File: src/rtl/branch_predictor.sv
// -----------------------------------------------------------------------------
// branch_predictor
//
// Direct-mapped, tagged branch target buffer with one 2-bit saturating counter
// per entry, for a word-addressed 16-bit pipelined CPU.
//
// The IF stage gets a same-cycle prediction for if_pc. The branch-condition
// stage presents each resolved instruction on the upd_* inputs. The block then
// raises mispredict/correct_pc combinationally and trains the table on the
// next rising clock edge.
//
// Ports:
//   clk, reset         rising-edge clock; asynchronous active-high reset
//   if_pc              PC being fetched
//   pred_taken         the entry for if_pc hits and its counter says taken
//   pred_next_pc       stored target if pred_taken, otherwise if_pc+1
//   upd_valid          a resolved instruction is presented this cycle
//   upd_pc             PC of the resolved instruction
//   upd_is_branch      the instruction is a conditional branch
//   upd_taken          actual branch outcome (0 for non-branches)
//   upd_target         computed branch target
//   upd_pred_taken     prediction carried with the instruction (informational)
//   upd_pred_next_pc   predicted next PC carried with the instruction
//   mispredict         flush request
//   correct_pc         actual next PC, i.e. the refetch address on a flush
//   stat_branches      (BP_STATS_EN only) saturating count of branch updates
//   stat_mispredicts   (BP_STATS_EN only) saturating count of mispredict cycles
//
// Optional feature: define BP_STATS_EN to add the two statistics counters.
// -----------------------------------------------------------------------------
module branch_predictor #(
    parameter int WORD_SIZE  = 16,
    parameter int INDEX_BITS = 4
) (
    input  logic                 clk,
    input  logic                 reset,
    input  logic [WORD_SIZE-1:0] if_pc,
    output logic                 pred_taken,
    output logic [WORD_SIZE-1:0] pred_next_pc,
    input  logic                 upd_valid,
    input  logic [WORD_SIZE-1:0] upd_pc,
    input  logic                 upd_is_branch,
    input  logic                 upd_taken,
    input  logic [WORD_SIZE-1:0] upd_target,
    input  logic                 upd_pred_taken,
    input  logic [WORD_SIZE-1:0] upd_pred_next_pc,
    output logic                 mispredict,
    output logic [WORD_SIZE-1:0] correct_pc
`ifdef BP_STATS_EN
    ,
    output logic [WORD_SIZE-1:0] stat_branches,
    output logic [WORD_SIZE-1:0] stat_mispredicts
`endif
);

    localparam int ENTRIES  = 1 << INDEX_BITS;
    localparam int TAG_BITS = WORD_SIZE - INDEX_BITS;

    localparam logic [WORD_SIZE-1:0] PC_ONE = WORD_SIZE'(1);

    // Counter encoding: MSB is the predicted direction.
    localparam logic [1:0] CTR_SNT = 2'b00;
    localparam logic [1:0] CTR_WNT = 2'b01;
    localparam logic [1:0] CTR_WT  = 2'b10;
    localparam logic [1:0] CTR_ST  = 2'b11;

    typedef struct packed {
        logic                 valid;
        logic [TAG_BITS-1:0]  tag;
        logic [WORD_SIZE-1:0] target;
        logic [1:0]           ctr;
    } entry_t;

    entry_t table_q [ENTRIES];

    // ---------------------------------------------------------------- predict
    logic [INDEX_BITS-1:0] if_idx;
    logic [TAG_BITS-1:0]   if_tag;
    logic                  if_hit;

    assign if_idx = if_pc[INDEX_BITS-1:0];
    assign if_tag = if_pc[WORD_SIZE-1:INDEX_BITS];
    assign if_hit = table_q[if_idx].valid && (table_q[if_idx].tag == if_tag);

    // The table is read before this cycle's update is written, so there is no
    // bypass from upd_* to the prediction.
    assign pred_taken   = if_hit && table_q[if_idx].ctr[1];
    assign pred_next_pc = pred_taken ? table_q[if_idx].target : if_pc + PC_ONE;

    // ---------------------------------------------------------------- resolve
    logic [WORD_SIZE-1:0] actual_next;

    assign actual_next = upd_taken ? upd_target : upd_pc + PC_ONE;
    // Comparing full next PCs also flags a correct direction with a stale target.
    assign mispredict  = upd_valid && (actual_next != upd_pred_next_pc);
    assign correct_pc  = actual_next;

    // The predicted next PC already encodes the predicted direction.
    logic unused_pred_taken;
    assign unused_pred_taken = upd_pred_taken;

    // ----------------------------------------------------------------- update
    logic [INDEX_BITS-1:0] upd_idx;
    logic [TAG_BITS-1:0]   upd_tag;
    entry_t                upd_ent;
    logic                  upd_hit;
    entry_t                ent_d;
    logic                  wr_en;

    assign upd_idx = upd_pc[INDEX_BITS-1:0];
    assign upd_tag = upd_pc[WORD_SIZE-1:INDEX_BITS];
    assign upd_ent = table_q[upd_idx];
    assign upd_hit = upd_ent.valid && (upd_ent.tag == upd_tag);

    always_comb begin
        // NOTE: defaults first so every path assigns every output; no latch is inferred.
        wr_en = 1'b0;
        ent_d = upd_ent;
        if (upd_valid) begin
            if (upd_is_branch) begin
                if (upd_hit) begin
                    wr_en = 1'b1;
                    if (upd_taken) begin
                        ent_d.ctr    = (upd_ent.ctr == CTR_ST) ? CTR_ST : upd_ent.ctr + 2'd1;
                        ent_d.target = upd_target;
                    end else begin
                        ent_d.ctr = (upd_ent.ctr == CTR_SNT) ? CTR_SNT : upd_ent.ctr - 2'd1;
                    end
                end else if (upd_taken) begin
                    // Allocate (or replace an aliasing entry) in weak-taken.
                    wr_en        = 1'b1;
                    ent_d.valid  = 1'b1;
                    ent_d.tag    = upd_tag;
                    ent_d.target = upd_target;
                    ent_d.ctr    = CTR_WT;
                end
            end else if (upd_hit) begin
                // A non-branch hitting the BTB is an alias: drop the entry.
                wr_en       = 1'b1;
                ent_d.valid = 1'b0;
            end
        end
    end

    always_ff @(posedge clk or posedge reset) begin
        if (reset) begin
            // NOTE: the table is flops, not RAM, and every entry is cleared so
            // nothing is predicted from power-up garbage.
            for (int i = 0; i < ENTRIES; i++) begin
                table_q[i].valid  <= 1'b0;
                table_q[i].tag    <= '0;
                table_q[i].target <= '0;
                table_q[i].ctr    <= CTR_WNT;
            end
        end else if (wr_en) begin
            // NOTE: non-blocking so every read in this cycle sees pre-edge state.
            table_q[upd_idx] <= ent_d;
        end
    end

`ifdef BP_STATS_EN
    // ------------------------------------------------------------- statistics
    logic [WORD_SIZE-1:0] stat_branches_q;
    logic [WORD_SIZE-1:0] stat_mispredicts_q;

    always_ff @(posedge clk or posedge reset) begin
        if (reset) begin
            stat_branches_q    <= '0;
            stat_mispredicts_q <= '0;
        end else begin
            if (upd_valid && upd_is_branch && (stat_branches_q != '1)) begin
                stat_branches_q <= stat_branches_q + PC_ONE;
            end
            if (mispredict && (stat_mispredicts_q != '1)) begin
                stat_mispredicts_q <= stat_mispredicts_q + PC_ONE;
            end
        end
    end

    assign stat_branches    = stat_branches_q;
    assign stat_mispredicts = stat_mispredicts_q;
`endif

endmodule

File: config.mk
export PLATFORM = sky130hd
export DESIGN_NAME = branch_predictor
export DESIGN_NICKNAME = d
export VERILOG_FILES = /design/src/rtl/branch_predictor.sv
export SDC_FILE = /design/constraint.sdc
export NUM_CORES = 1
export LEC_CHECK = 0
export ABC_AREA = 1
export CAP_MARGIN = 20
export CORE_MARGIN = 5
export CORE_UTILIZATION = 40
export CTS_BUF_LIST = sky130_fd_sc_hd__clkbuf_4
export DETAILED_ROUTE_END_ITERATION = 10
export DONT_BUFFER_PORTS = 1
export HOLD_SLACK_MARGIN = 0.05
export PLACE_DENSITY = 0.53
export SETUP_SLACK_MARGIN = 0.3
export SLEW_MARGIN = 5
export SYNTH_ARGS = -nofsm -noshare
export SYNTH_HDL_FRONTEND = slang
export SYNTH_SLANG_ARGS = --single-unit
export TNS_END_PERCENT = 50
File: constraint.sdc
create_clock -name clk -period 45.1 [get_ports clk]
set_clock_uncertainty 0.1 [all_clocks]
set_input_delay 9.02 -clock clk [delete_from_list [all_inputs] [get_ports clk]]
set_output_delay 9.02 -clock clk [all_outputs]
set_load 0.02 [all_outputs]
==> reports/metrics.csv <==
stage,metric,value,unit
drt,ant_nets,0,
floorplan,rows,99,
pwr,powerDensity,38.1,nW/um^2
job,maxCapViolations,0,
finish,fin_nets,4159,
clocking,ctsLongestPathBuffers,3,
sta,max-slew-margin-rel,24.7,%
critical_path,cp.required,35.98,ns
global_routing,grt_start_max_net_pins,319,
clocking,cts_root_buffer,clkbuf_4,
placement,routabilityCongestion,0.913,
floorplan,core_area,72800,sq um
pwr,leakage,14.2,nW
clocking,htree_levels,4,
yosys,synthTopCellsByCount,"1147 x nand2_1, 993 x o21ai_0, 480 x dfrtp_1, 337 x inv_1, 253 x a21oi_1",
critical_path,crit_path_start_kind,input pin,
pwr,p_total,1.20,mW
floorplan,die_h,281,um
critical_path,reg2reg_to,table_q[47],
clocking,holdBufCountCts,0,
sta,hold_viol,0,
yosys,seq_area_frac_synth,42.4,%
drt,via_count,28700,
pwr,p_int,0.820,mW
sta,tns,0,ns
placement,post-dp-hpwl,62.4,mm
critical_path,endpoint,pred_next_pc[6],
floorplan,io_pins,104,
pwr,p_sw,0.381,mW
critical_path,startpoint,if_pc[0],
drt,drt_iter0_drc,3085,
yosys,syn_nets,4273,
sta,slew_viol_final,0,
worst_hold_path,min_path_type,reg2reg,
floorplan,die_w,281,um
yosys,synth-main-ff-cell,dfrtp_1,
finish,fillers,7723,
drt,avgViaCountPerCell,5.59,
pwr,seq_power_share,44.9,%
drt,drt-wirelength-per-cell,22.1,um
global_routing,antenna_found_initial,5,
critical_path,rr_startpoint,table_q[492],
clocking,insertion_delay,0.97,ns
sta,setup_viol,0,
critical_path,path_class,in2out,
yosys,synth.area.top_cells,"dfrtp_1 41%, o21ai_0 17%, nand2_1 15%, a21oi_1 4.3%, inv_1 4.3%",
sta,fin_crit,23.22,ns
sta,fmaxAchievable,43.1,MHz
yosys,synth-seq-cells,496,
critical_path,r2r_cells,17,
sta,worst_pin_slew,1.13,ns
yosys,ys_warn_count,0,
global_routing,grt_use_total,28.3,%
clocking,cts_sinks,496,
yosys,synth_area,29300,sq um
yosys,synthArstFlopShare,100,%
critical_path,reg2reg_slack,40.96,ns
pwr,combPwrFrac,17.8,%
finish,largest_reg_flops,496,
sta,rsz0062_at_grt,false,
pwr,p_sw_share,31.7,%
clocking,cts_setup_buffers,0,
drt,post-route-drc-count,0,
yosys,netlist_instances,4198,
placement,place.port_buffers,0,
clocking,cts_tree,built,
finish,top_regs,table_q (496),
critical_path,worst-path-max-fanout,318,
sta,timing.final.crit_share,51.5,%
clocking,clkSlewWorstSetupHoldPaths,0.06,ns
critical_path,crit_path_end_kind,primary output,
drt,routed_wl,114,mm
finish,top_register,table_q,
yosys,synth.avg_cell_area,6.98,sq um
drt,first_pass_iters,6,
finish,drive_above_1_share,8.51,%
floorplan,initial_core_util,40.2,%
pwr,pwr-share-clk,37.2,%
pwr,peakVddDrop,0.0000245,V
clocking,cts_buffers,149,
global_routing,grt_pass1_vias,26700,
yosys,synth_top_area_share,41.0,%
yosys,synth.largest_area_cell,dfrtp_1,
global_routing,grt_overflow,0,
floorplan,dieArea,78800,sq um
critical_path,critical_path_arrival,14.10,ns
clocking,ctsResizeCount,0,
finish,syn2layout_area_growth,7.70,%
yosys,yosysMostFrequentCell,nand2_1,
status,status,completed,
yosys,yosysUniqueCellTypes,48,
yosys,synth_edf_count,0,
global_routing,grt_pass1_wl,170,mm
metal layers:
layer,routed length [um],up-vias,track usage (%)
met5,0,-,0
met4,4340,0,11.2
met3,9370,198,5.08
met2,50500,1213,44.0
met1,49400,13600,39.4
li1,-,13700,-
layout make-up:
cell class	instances	area, sq um	share of cell area [%]
Clock buffer	213	1600	5.07
Timing Repair Buffer	64	538	1.71
Sequential cell	496	12400	39.4
Tap cell	959	1200	3.80
Inverter	341	1300	4.11
Antenna cell	4	10.0	0.0317
Multi-Input combinational cell	3032	14200	45.1
Clock inverter	28	244	0.773
critical path: stages:
cell and delay [ns]:
inv_6 0.61, buf_4 0.71, a21oi_1 0.13, o21ai_0 0.11, nand3_1 0.10, nand3_1 0.12
nand3_1 0.18, xor2_1 0.26, nand4_1 0.12, nor3_1 0.61, nand2_1 0.73, o21ai_0 1.10
cell families after synthesis:
kind of cell	Yosys count	share of synthesized area (%)
buffers and inverters	670	9.43
AO/OA/AOI/OAI	1391	25.0
adder cells (fa/ha/maj)	5	0.214
flip-flops	496	42.4
multiplexers	1	0.0342
AND/OR/NAND/NOR	1601	21.9
XOR/XNOR	34	1.02
per-stage QoR:
step	worst slack [ns]	instances	area [sq um]	utilization [%]	hold slack, ns
floorplan	22.16	4198	29300	-	0.344
global placement	22.35	4877	29600	40.6	0.354
detailed placement	22.29	4879	29600	40.6	0.357
CTS	22.27	5120	31400	43.1	0.367
global route	21.73	5136	31500	43.3	0.379
finish	21.88	5137	31600	43.3	0.367
cell usage in the layout (no fill, tap or decap), drive strengths merged:
| cell | synthesis | final |
|---|---|---|
| nand2 | 1149 | 1149 |
| o21ai | 1017 | 1017 |
| dfrtp | 480 | 480 |
| inv | 340 | 341 |
| a21oi | 261 | 261 |
| nor2 | 219 | 219 |
| clkbuf | 213 | 213 |
| nand3 | 186 | 186 |
| buf | 116 | 64 |
| o211ai | 44 | 44 |
| nand4 | 32 | 32 |
| xor2 | 28 | 28 |
| clkinv | 1 | 23 |
| o22ai | 17 | 17 |
| dfstp | 16 | 16 |
| o311ai | 15 | 15 |
| a22o | 10 | 10 |
| nor3 | 9 | 9 |
| a221oi | 8 | 8 |
| xnor2 | 6 | 6 |
| a31oi | 6 | 6 |
| a32o | 5 | 5 |
| ha | 5 | 5 |
| bufinv | 0 | 5 |
| diode | 0 | 4 |
| or2 | 4 | 4 |
| o211a | 3 | 3 |
| o221ai | 2 | 2 |
| o21bai | 1 | 1 |
| a21boi | 1 | 1 |
| mux2i | 1 | 1 |
| nand3b | 1 | 1 |
| a21o | 1 | 1 |
| nor4 | 1 | 1 |
power groups by stage:
stage	clock, mW	sequential (mW)	combinational (mW)
finish	0.447	0.540	0.214
global route	0.483	0.547	0.246
CTS	0.459	0.539	0.212
detailed placement	0	0.546	0.212
global placement	0	0.545	0.209
floorplan	0	0.539	0.170
how the worst min path moves through the flow:
stage,cells past startpoint,to,slack (ns),start
after floorplan,2,table_q[279],0.34,table_q[279]
after global placement,2,table_q[310],0.35,table_q[310]
after detailed placement,2,table_q[93],0.36,table_q[93]
after CTS,2,table_q[310],0.37,table_q[310]
after global routing,2,table_q[155],0.38,table_q[155]
final,2,table_q[310],0.37,table_q[310]
Note: power is estimated with default switching activity, not from simulation.
